`src/rtl/instr_fetch_unit.sv`:
```
// Fetch stage: reads program bytes, builds 4-byte instructions and queues them
// for the execute stage. Redirects flush the queue and restart fetch.
module instr_fetch_unit #(
  parameter int RAMSIZE = 64,
  parameter int AW      = 8,
  parameter int DEPTH   = 2
) (
  input  logic          clk,
  input  logic          reset,
  output logic [AW-1:0] mem_addr,
  output logic          mem_rd,
  input  logic [7:0]    mem_rdata,
  input  logic          redirect_valid,
  input  logic [AW-1:0] redirect_addr,
  output logic          instr_valid,
  input  logic          instr_ready,
  output logic [7:0]    instr_opcode,
  output logic [7:0]    instr_reg,
  output logic [15:0]   instr_operand,
  output logic [AW-1:0] instr_pc,
  output logic [AW-1:0] fetch_pc
);

  localparam int PW = (DEPTH > 1) ? $clog2(DEPTH) : 1;
  localparam int OW = $clog2(DEPTH + 1) + 1;
  localparam logic [AW-1:0] AMASK     = AW'(RAMSIZE - 1);
  localparam logic [OW-1:0] DEPTH_C   = OW'(DEPTH);
  localparam logic [PW-1:0] LAST_SLOT = PW'(DEPTH - 1);

  typedef struct packed {
    logic [AW-1:0] pc;
    logic [7:0]    b3;
    logic [7:0]    b2;
    logic [7:0]    b1;
    logic [7:0]    b0;
  } entry_t;

  entry_t        q_mem [DEPTH];
  logic [AW-1:0] fpc_q, fpc_d;
  logic          busy_q, busy_d;
  logic [1:0]    cnt_q, cnt_d;
  logic          in_asm_q, in_asm_d;
  logic          rd_pend_q, rd_pend_d;
  logic [1:0]    rd_idx_q, rd_idx_d;
  logic [23:0]   asm_q, asm_d;
  logic [PW-1:0] head_q, head_d, tail_q, tail_d;
  logic [OW-1:0] occ_q, occ_d;

  logic          cap_last, issue, pop, push;
  logic [1:0]    issue_idx;
  logic [AW-1:0] base;
  entry_t        head_e, push_e;

  always_comb begin
    cap_last  = rd_pend_q && (rd_idx_q == 2'd3);
    issue     = !redirect_valid && (busy_q || ((occ_q + OW'(in_asm_q)) < DEPTH_C));
    issue_idx = busy_q ? cnt_q : 2'd0;
    // A byte 0 issued alongside the byte-3 capture belongs to the next PC.
    base      = cap_last ? (fpc_q + AW'(4)) : fpc_q;
    pop       = (occ_q != '0) && instr_ready;
    push      = cap_last && !redirect_valid;
  end

  assign push_e   = '{pc: fpc_q, b3: mem_rdata, b2: asm_q[23:16], b1: asm_q[15:8], b0: asm_q[7:0]};
  assign mem_rd   = issue && !reset;
  assign mem_addr = reset ? '0 : ((base + AW'(issue_idx)) & AMASK);

  assign head_e        = q_mem[head_q];
  assign instr_valid   = (occ_q != '0);
  assign instr_opcode  = head_e.b0;
  assign instr_reg     = head_e.b1;
  assign instr_operand = {head_e.b3, head_e.b2};
  assign instr_pc      = head_e.pc;
  assign fetch_pc      = fpc_q;

  always_comb begin
    fpc_d     = fpc_q;
    busy_d    = busy_q;
    cnt_d     = cnt_q;
    in_asm_d  = in_asm_q;
    asm_d     = asm_q;
    head_d    = head_q;
    tail_d    = tail_q;
    rd_pend_d = issue;
    rd_idx_d  = issue_idx;
    occ_d     = occ_q + OW'(push) - OW'(pop);

    if (rd_pend_q) begin
      case (rd_idx_q)
        2'd0:    asm_d[7:0]   = mem_rdata;
        2'd1:    asm_d[15:8]  = mem_rdata;
        2'd2:    asm_d[23:16] = mem_rdata;
        default: ;
      endcase
    end
    if (cap_last) begin
      in_asm_d = 1'b0;
      fpc_d    = (fpc_q + AW'(4)) & AMASK;
    end
    if (issue) begin
      if (!busy_q) begin
        in_asm_d = 1'b1;
        busy_d   = 1'b1;
        cnt_d    = 2'd1;
      end else if (cnt_q == 2'd3) begin
        busy_d = 1'b0;
      end else begin
        cnt_d = cnt_q + 2'd1;
      end
    end
    if (push) tail_d = (tail_q == LAST_SLOT) ? '0 : tail_q + PW'(1);
    if (pop)  head_d = (head_q == LAST_SLOT) ? '0 : head_q + PW'(1);

    // Redirect wins over everything: flush queue and any partial instruction.
    if (redirect_valid) begin
      in_asm_d  = 1'b0;
      busy_d    = 1'b0;
      cnt_d     = 2'd0;
      rd_pend_d = 1'b0;
      rd_idx_d  = 2'd0;
      asm_d     = '0;
      occ_d     = '0;
      head_d    = '0;
      tail_d    = '0;
      fpc_d     = (redirect_addr & ~AW'(3)) & AMASK;
    end
  end

  always_ff @(posedge clk or posedge reset) begin
    if (reset) begin
      fpc_q     <= '0;
      busy_q    <= 1'b0;
      cnt_q     <= 2'd0;
      in_asm_q  <= 1'b0;
      rd_pend_q <= 1'b0;
      rd_idx_q  <= 2'd0;
      asm_q     <= '0;
      head_q    <= '0;
      tail_q    <= '0;
      occ_q     <= '0;
    end else begin
      fpc_q     <= fpc_d;
      busy_q    <= busy_d;
      cnt_q     <= cnt_d;
      in_asm_q  <= in_asm_d;
      rd_pend_q <= rd_pend_d;
      rd_idx_q  <= rd_idx_d;
      asm_q     <= asm_d;
      head_q    <= head_d;
      tail_q    <= tail_d;
      occ_q     <= occ_d;
    end
  end

  generate
    for (genvar gi = 0; gi < DEPTH; gi++) begin : g_slot
      always_ff @(posedge clk or posedge reset) begin
        if (reset) begin
          q_mem[gi] <= '0;
        end else if (push && (tail_q == PW'(gi))) begin
          q_mem[gi] <= push_e;
        end
      end
    end
  endgenerate

endmodule

```
`config.mk`:
```
export PLATFORM = sky130hd
export DESIGN_NAME = instr_fetch_unit
export DESIGN_NICKNAME = d
export VERILOG_FILES = /design/src/rtl/instr_fetch_unit.sv
export SDC_FILE = /design/constraint.sdc
export NUM_CORES = 1
export LEC_CHECK = 0
export BUFFER_PORTS_ARGS = -buffer_cell sky130_fd_sc_hd__buf_2
export CAP_MARGIN = 40
export CORE_AREA = 2 2 125 115
export CTS_CLUSTER_DIAMETER = 50
export DETAILED_ROUTE_END_ITERATION = 10
export DIE_AREA = 0 0 127 117
export GPL_TIMING_DRIVEN = 0
export SYNTH_ARGS = -nofsm -noshare
export SYNTH_HDL_FRONTEND = slang
export SYNTH_SLANG_ARGS = --single-unit
```
`constraint.sdc`:
```
create_clock -name clk -period 6.3 [get_ports clk]
set_clock_uncertainty 0.05 [all_clocks]
set_input_delay 1.26 -clock clk [delete_from_list [all_inputs] [get_ports clk]]
set_output_delay 1.26 -clock clk [all_outputs]
set_load 0.05 [all_outputs]
```
==> results of run 1 <==
==> power groups by stage <==
stage,Combinational (mW),Sequential (mW),Clock (mW)
2_1_floorplan,0.310,0.815,0
3_3_place_gp,0.401,0.814,0
3_5_place_dp,0.411,0.817,0
4_1_cts,0.413,0.803,0.600
5_1_grt,0.439,0.809,0.634
6_report,0.407,0.803,0.582
==> final cells by class <==
type                       instances  area, um^2  share of cell area, %
sequential                       112        2800                   44.9
multi-input combinational        238        2340                   37.5
timing repair buffer              62         333                   5.33
clock buffer                      10         239                   3.83
tap                              172         215                   3.45
buffer                            29         210                   3.37
clock inverter                     6        67.6                   1.08
inverter                           7        31.3                  0.501
==> worst paths after layout <==
kind | startpoint | endpoint | slack [ns] | cells after the start
min | q_mem[31] | q_mem[31] | 0.45 | 1
max | redirect_valid | mem_rd | 2.51 | 4
max reg2reg | occ_q[0] | occ_q[2] | 4.02 | 9
max in group asynchronous | reset | q_mem[4] | 4.37 | 3
min reg2reg | q_mem[31] | q_mem[31] | 0.45 | 1
min in group asynchronous | reset | cnt_q[1] | 1.09 | 2
==> stage by stage <==
stage	hold WS [ns]	worst slack, ns	total power [mW]
2_1_floorplan	0.424	1.84	1.13
3_3_place_gp	0.430	0.669	1.22
3_5_place_dp	0.439	2.48	1.23
4_1_cts	0.457	2.48	1.82
5_1_grt	0.467	2.44	1.88
6_report	0.452	2.51	1.79
==> cell usage after synthesis <==
master,instances
fa_1,1
dfrtp_1,112
nand3_1,2
nand3b_1,4
nand2b_1,1
o21ai_0,2
a21oi_1,4
buf_1,1
buf_6,3
inv_1,6
nor2_4,1
nand4_1,2
a211oi_1,1
clkbuf_1,6
nand2_4,1
mux2_4,60
buf_2,6
nor2_1,36
nor3b_1,2
conb_1,1
or3_1,1
mux2i_1,27
nand2_1,4
inv_4,1
buf_4,10
xor2_1,4
ha_1,6
xnor2_1,5
nand3_4,1
nor2_8,1
nor2b_1,5
and2_1,4
buf_8,3
mux2_2,50
nor3_1,2
==> per-layer routing <==
metal | GRT usage (%) | vias to the layer above | wire (um)
met3 | 3.64 | 12 | 309
li1 | - | 1436 | -
met4 | 4.91 | 0 | 147
met1 | 20.8 | 1574 | 5220
met2 | 25.1 | 44 | 5100
met5 | 0 | - | 0
==> registers in the layout, indices dropped and copies added, names as in the netlist, 2 cells and up <==
| name | count |
|---|---|
| fetch_pc | 4 |
| occ_q | 3 |
| q_mem | 72 |
| asm_q | 24 |
| rd_idx_q | 2 |
| cnt_q | 2 |
==> cell families (layout without fill, tap and decap cells) <==
family / Yosys count / after routing
fa+ha+maj: 7 / 7
xor+xnor: 9 / 9
simple gates: 67 / 67
compound gates: 7 / 7
flops: 112 / 112
mux: 137 / 137
other cells: 1 / 11
buf+inv: 36 / 114
==> flow_summary.toml, run 1 <==
[layout]
mostFrequentLayoutCells = "dfrtp_1, buf_2, mux2_4"
syn_to_final_growth_pct = 16.7
stdcell_area_um2 = 6240
drive_above_1_share_pct = 46.6
diodes = 0
fin_nets = 486
final_common_cell = "dfrtp_1"
instances_no_fill = 636
final_util_pct = 45.7
fillers = 1226

[floorplan]
die_x_um = 127
fp-row-count = 41
core_area_um2 = 13600
die_y_um = 117
pin_count = 78
die_area_um2 = 14900
initial_utilization_pct = 39.2

[clock_network]
cts_resized = 0
cts_hold_buf = 0
clk_pin_slew_ns = 0.07
cts_tree = "done"
clock_path_buffers = 2
cts_root_buffer = "clkbuf_16"
post_cts_buffers = 0
clock-sinks = 112
clkLatencyLatePin_ns = 0.35
cts_max_level = 3
cts_buffers = 9

[power_and_ir_drop]
max-vdd-ir-drop_mv = 0.216
switchingPower_mw = 0.561
power.internal_mw = 1.23
power.share.clock_pct = 32.5
switching_share_pct = 31.3
p_leak_nw = 3.37
p_seq_share_pct = 44.8
combPwrFrac_pct = 22.7
power_density_nw_per_um2 = 287

[run_status]
status = "completed"

[routing]
vias = 3066
wirelength_mm = 10.8
drc = 0
dr.first_iter.drc_count = 171
wire_per_inst_um = 16.9
viasPerCell = 4.82
drt_first_pass_iters = 4
ant_nets = 0

[global_route]
grt_pass1_wl_mm = 17.4
overflow = 0
grt_max_degree = 71
grt.total_usage_pct = 15.5
antenna_found_initial = 0
grt_pass1_vias = 3232

[logic_synthesis]
synthXorXnorAreaFrac_pct = 1.47
synth_area_leader_cell = "dfrtp_1"
seq_area_frac_synth_pct = 52.4
synth_area_um2 = 5350
synth_fa_ha_area_share_pct = 1.78
synth_top_family_by_area = "multiplexers"
yosysTopAreaCellShare_pct = 52.4
synth_cell_types = 35
synth_compound_area_share_pct = 0.702
synth_seq_cells = 112
yosys_warnings = 0
syn_inst = 376
synth_area_leaders = "dfrtp_1, mux2_4, mux2_2"
muxShareOfSynthArea_pct = 32.4
synthSimpleGateAreaFrac_pct = 6.67
syn_area_per_cell_um2 = 14.2

[sta]
min_period_ns = 3.79
maxSlewHeadroom_pct = 57.0
drv_slew = 0
fin_tns_setup_ns = 0
finalCritPeriodShare_pct = 60.2
rsz0062_at_grt = "no"
fmax_mhz = 264
worst_pin_slew_ns = 0.645
hold_viol = 0
setup_violations = 0

[worst_setup_path]
cp.required_ns = 4.99
crit_fanout = 10
slowest_delay_ns = 0.47
startpoint_type = "primary input"
crit_chain = "clkbuf_1, buf_1, nor3_1, buf_2"
critPathBufInv = 3
crit_arrival_ns = 2.48
crit_family = "buffers and inverters"
cp-end-kind = "primary output"
slowest_stage = "buf_1"
path_class = "in2out"

[placement]
hpwl_mm = 7.41
portBuffers = 61
dpl.cell_count = 620
placed_area_um2 = 5940
routabilityCongestion = 0.694

[hold_path]
min_path_type = "reg2reg"

[job]
drv_cap = 0
(Power assumes the default switching activity.)
==> run 2: changes to the inputs <==
clock period = 3.8 ns   (was 6.3 ns; I/O delays follow)
==> run 2 against run 1 <==
Largest cell class unchanged. Highest routed layer unchanged. Register-to-register slack worse by 2.5 ns. Non-clock buffer count up 1. Sequential power is 66% higher. Hold slack improved by 0.0023 ns. Critical endpoint is now instr_opcode[7]. Via count rose by 0.46%. Combinational power rose by 65%. Worst setup slack got worse by 1.7 ns. Power grew 65%.
==> flow_summary.toml, run 2 (synthesis results as in run 1) <==
[sta]
hold_viol = 0
worst_pin_slew_ns = 0.814
rsz0062_at_grt = "no"
fmax_mhz = 335
drv_slew = 0
maxSlewHeadroom_pct = 45.6
fin_tns_setup_ns = 0
min_period_ns = 2.99
finalCritPeriodShare_pct = 78.6
setup_violations = 0

[layout]
drive_above_1_share_pct = 46.5
regMostFlops = "q_mem"
syn_to_final_growth_pct = 16.8
final_common_cell = "dfrtp_1"
final_util_pct = 45.8
largest_reg_flops = 72
mostFrequentLayoutCells = "dfrtp_1, buf_2, mux2_4"
fin_nets = 487
stdcell_area_um2 = 6240
diodes = 0

[global_route]
grt_pass1_vias = 3221
grt_max_degree = 41
antenna_found_initial = 0
grt.total_usage_pct = 15.6
overflow = 0
grt_pass1_wl_mm = 17.5

[floorplan]
die_area_um2 = 14900
initial_utilization_pct = 39.2
core_area_um2 = 13600
die_y_um = 117
fp-row-count = 41
pin_count = 78
die_x_um = 127

[routing]
vias = 3080
dr.first_iter.drc_count = 105
ant_nets = 0
wire_per_inst_um = 17.0
wirelength_mm = 10.8
drt_first_pass_iters = 4
drc = 0
viasPerCell = 4.84

[clock_network]
clkLatencyLatePin_ns = 0.35
cts_hold_buf = 0
cts_buffers = 9
clock-sinks = 112
cts_resized = 0
clk_pin_slew_ns = 0.07
post_cts_buffers = 0
cts_root_buffer = "clkbuf_16"
cts_tree = "done"
clock_path_buffers = 2
cts_max_level = 3

[power_and_ir_drop]
p_seq_share_pct = 45.1
switchingPower_mw = 0.930
max-vdd-ir-drop_mv = 0.292
power.share.clock_pct = 32.2
combPwrFrac_pct = 22.7
switching_share_pct = 31.5
power.internal_mw = 2.02
power_density_nw_per_um2 = 473
p_leak_nw = 3.37

[hold_path]
hold_depth = 1
min_path_type = "reg2reg"

[worst_setup_path]
crit_arrival_ns = 2.18
cp-end-kind = "primary output"
crit_chain = "clkbuf_1, buf_2, mux2_2, buf_2"
path_class = "reg2out"
r2r_cells = 9
cp.required_ns = 2.99
slowest_delay_ns = 0.47
cp_common_cell = "buf_2"
crit_fanout = 10
slowest_stage = "clkbuf_1"
startpoint_type = "flip-flop"

[placement]
placed_area_um2 = 5950
hpwl_mm = 7.45
routabilityCongestion = 0.738
portBuffers = 61

[run_status]
status = "completed"

[job]
drv_cap = 0
==> run 2: power by group through the flow <==
stage	sequential, mW	combinational, mW	clock [mW]
2_1_floorplan	1.35	0.515	0
3_3_place_gp	1.35	0.664	0
3_5_place_dp	1.35	0.677	0
4_1_cts	1.33	0.680	0.985
5_1_grt	1.34	0.730	1.03
6_report	1.33	0.670	0.951
==> run 2: cell type report <==
cell class                 instances  area, um^2
fill                            1221        7400
sequential                       112        2800
multi-input combinational        238        2340
timing repair buffer              63         345
clock buffer                      10         229
tap                              172         215
buffer                            29         210
clock inverter                     6        66.3
inverter                           7        32.5
==> run 2: path summary, 6_finish.rpt <==
path                           from              end  slack, ns
max                          head_q  instr_opcode[7]       0.81
min                        q_mem[7]         q_mem[7]       0.45
max reg2reg                occ_q[2]         occ_q[2]       1.52
min reg2reg                q_mem[7]         q_mem[7]       0.45
max in group asynchronous     reset        q_mem[13]       2.37
min in group asynchronous     reset      fetch_pc[2]       0.68
==> run 2: per-layer routing <==
layer	global-route usage, %	routed length, um	share of wire, %	up-vias
met5	0	0	0	-
met3	4.45	405	3.7	11
met1	20.7	5130	47	1576
met4	3.74	107	0.99	0
met2	25.5	5200	48	45
li1	-	-	-	1448
==> run 2: per-stage QoR <==
step | std cells | setup slack, ns | total power [mW] | hold slack (ns)
after floorplan | 386 | 0.715 | 1.87 | 0.424
after global placement | 619 | 0.751 | 2.02 | 0.431
after detailed placement | 621 | 1.00 | 2.03 | 0.439
after CTS | 637 | 0.778 | 3.00 | 0.455
after global routing | 637 | 0.708 | 3.10 | 0.472
final | 637 | 0.813 | 2.95 | 0.454
==> run 2: worst max-delay path: cells and delay by family (launching register included) <==
| family | cells | cell delay, ns |
|---|---|---|
| buffers and inverters | 3 | 1.11 |
| DFF | 1 | 0.32 |
| muxes | 1 | 0.40 |
==> run 3: changes to the inputs <==
clock period = 2.5 ns   (was 3.8 ns; I/O delays follow)
==> run 3 against run 2 <==
Worst setup slack got worse by 0.70 ns. Clock power up 62%. Combinational power grew 49%. Final area is 1.1% higher. First-iteration DRC count up 18%. Via count shrank 1.3%. Global-route usage down 0.072 points. Power rose by 56%.
==> flow_summary.toml, run 3 (synthesis results as in run 1) <==
[global_route]
grt_max_degree = 41
overflow = 0
grt_pass1_wl_mm = 17.7
antenna_found_initial = 0
grt_pass1_vias = 3189
grt.total_usage_pct = 15.5

[floorplan]
die_y_um = 117
die_x_um = 127
core_area_um2 = 13600
fp-row-count = 41
die_area_um2 = 14900
pin_count = 78
initial_utilization_pct = 39.2

[routing]
viasPerCell = 4.77
dr.first_iter.drc_count = 124
wl_met3_um = 390
wire_per_inst_um = 17.0
wl_met2_mm = 5.01
drt_first_pass_iters = 4
highest_layer = "met4"
wirelength_mm = 10.9
drc = 0
wl_met1_mm = 5.41
vias = 3040
ant_nets = 0

[layout]
drive_above_1_share_pct = 48.0
final_util_pct = 46.2
fillers = 1226
stdcell_area_um2 = 6310
fin_nets = 487
mostFrequentLayoutCells = "dfrtp_1, buf_2, mux2_4"
regMostFlops = "q_mem"
instances_no_fill = 637
largest_reg_flops = 72
diodes = 0
syn_to_final_growth_pct = 18.0
final_common_cell = "dfrtp_1"

[run_status]
status = "completed"

[clock_network]
cts_buffers = 9
post_cts_buffers = 0
clock_path_buffers = 2
clock-sinks = 112
cts_tree = "done"
clkLatencyLatePin_ns = 0.34
clk_pin_slew_ns = 0.07
cts_root_buffer = "clkbuf_16"
cts_max_level = 3

[sta]
min_period_ns = 2.39
fin_ws_ns = 0.113
finalCritPeriodShare_pct = 95.5
holdWs_ns = 0.325
maxSlewHeadroom_pct = 64.5
setup_violations = 0
drv_slew = 0
fin_tns_setup_ns = 0
hold_viol = 0
worst_pin_slew_ns = 0.532
rsz0062_at_grt = "no"
fmax_mhz = 419

[placement]
place_ws_ns = 0.110
dpl.cell_count = 622
portBuffers = 61
routabilityCongestion = 0.692
placed_area_um2 = 5990
hpwl_mm = 7.70

[worst_setup_path]
path_class = "reg2out"
critPathBufInv = 2
cp.required_ns = 1.95
crit_family = "buffers and inverters"
crit_arrival_ns = 1.84
slowest_stage = "dfrtp_2"
crit_chain = "buf_2, mux2_2, buf_2"
cp-end-kind = "primary output"
crit_fanout = 10
cp_common_cell = "buf_2"
startpoint_type = "flip-flop"
slowest_delay_ns = 0.52

[job]
drv_cap = 0

[hold_path]
min_path_type = "in2reg"

[power_and_ir_drop]
combPwrFrac_pct = 21.8
power.share.clock_pct = 33.6
max-vdd-ir-drop_mv = 0.487
p_seq_share_pct = 44.7
p_leak_nw = 3.39
switching_share_pct = 30.4
power.internal_mw = 3.20
power_density_nw_per_um2 = 729
switchingPower_mw = 1.40
totalPowerFinal_mw = 4.60
run 3: cell count changes in the layout (fill, tap and decap cells not counted), moves of 2 or more:
cell	change
dfrtp_2	+3
dfrtp_1	-3
nor3_2	+2
clkbuf_1	-2
inv_6	-2
nor3_1	-2
run 3: power groups by stage:
stage	clock [mW]	sequential (mW)	combinational [mW]
CTS	1.58	2.06	1.01
detailed placement	0	2.06	1.04
floorplan	0	2.05	0.786
global route	1.66	2.08	1.09
finish	1.54	2.05	1.00
global placement	0	2.05	1.02
run 3: worst register-to-register path, stage by stage (launching register included):
cell and delay (ns):
dfrtp_1 0.41, or3_1 0.38, and2_1 0.21, ha_1 0.27
inv_1 0.06, ha_1 0.14, inv_1 0.05, fa_1 0.37
xnor2_1 0.16, nor2_1 0.06
run 3: layer usage:
layer,GRT usage (%),up-vias
met4,3.30,0
met5,0,-
met1,22.5,1528
met3,3.91,6
met2,23.8,66
li1,-,1440
run 3: area by class of cell:
cell class              instances  area (um^2)  share of cell area, %
flip-flops and latches        112         2810                   44.5
multi-input cells             238         2350                   37.3
repair buffers                 64          375                   5.95
clock buffers                  10          239                   3.79
well taps                     172          215                   3.41
plain buffers                  28          206                   3.27
clock inverters                 6         82.6                   1.31
inverters                       7         32.5                  0.515
run 3: what timing repair did:
item                                    CTS  global route
hold buffers                              0             0
gates cloned                              0             0
resized for setup                         1             3
endpoints found under the setup margin   29             2
pin swaps                                 0             0
run 3: path summary, 6_finish.rpt:
check                                  from                 to  slack (ns)  cells past startpoint
max                                  head_q  instr_operand[10]        0.11                      3
min                        redirect_addr[4]        fetch_pc[4]        0.32                      3
max reg2reg                        occ_q[2]           occ_q[2]        0.21                      9
min reg2reg                       q_mem[23]          q_mem[23]        0.46                      1
max in group asynchronous             reset             head_q        1.36                      4
min in group asynchronous             reset             busy_q        0.34                      2
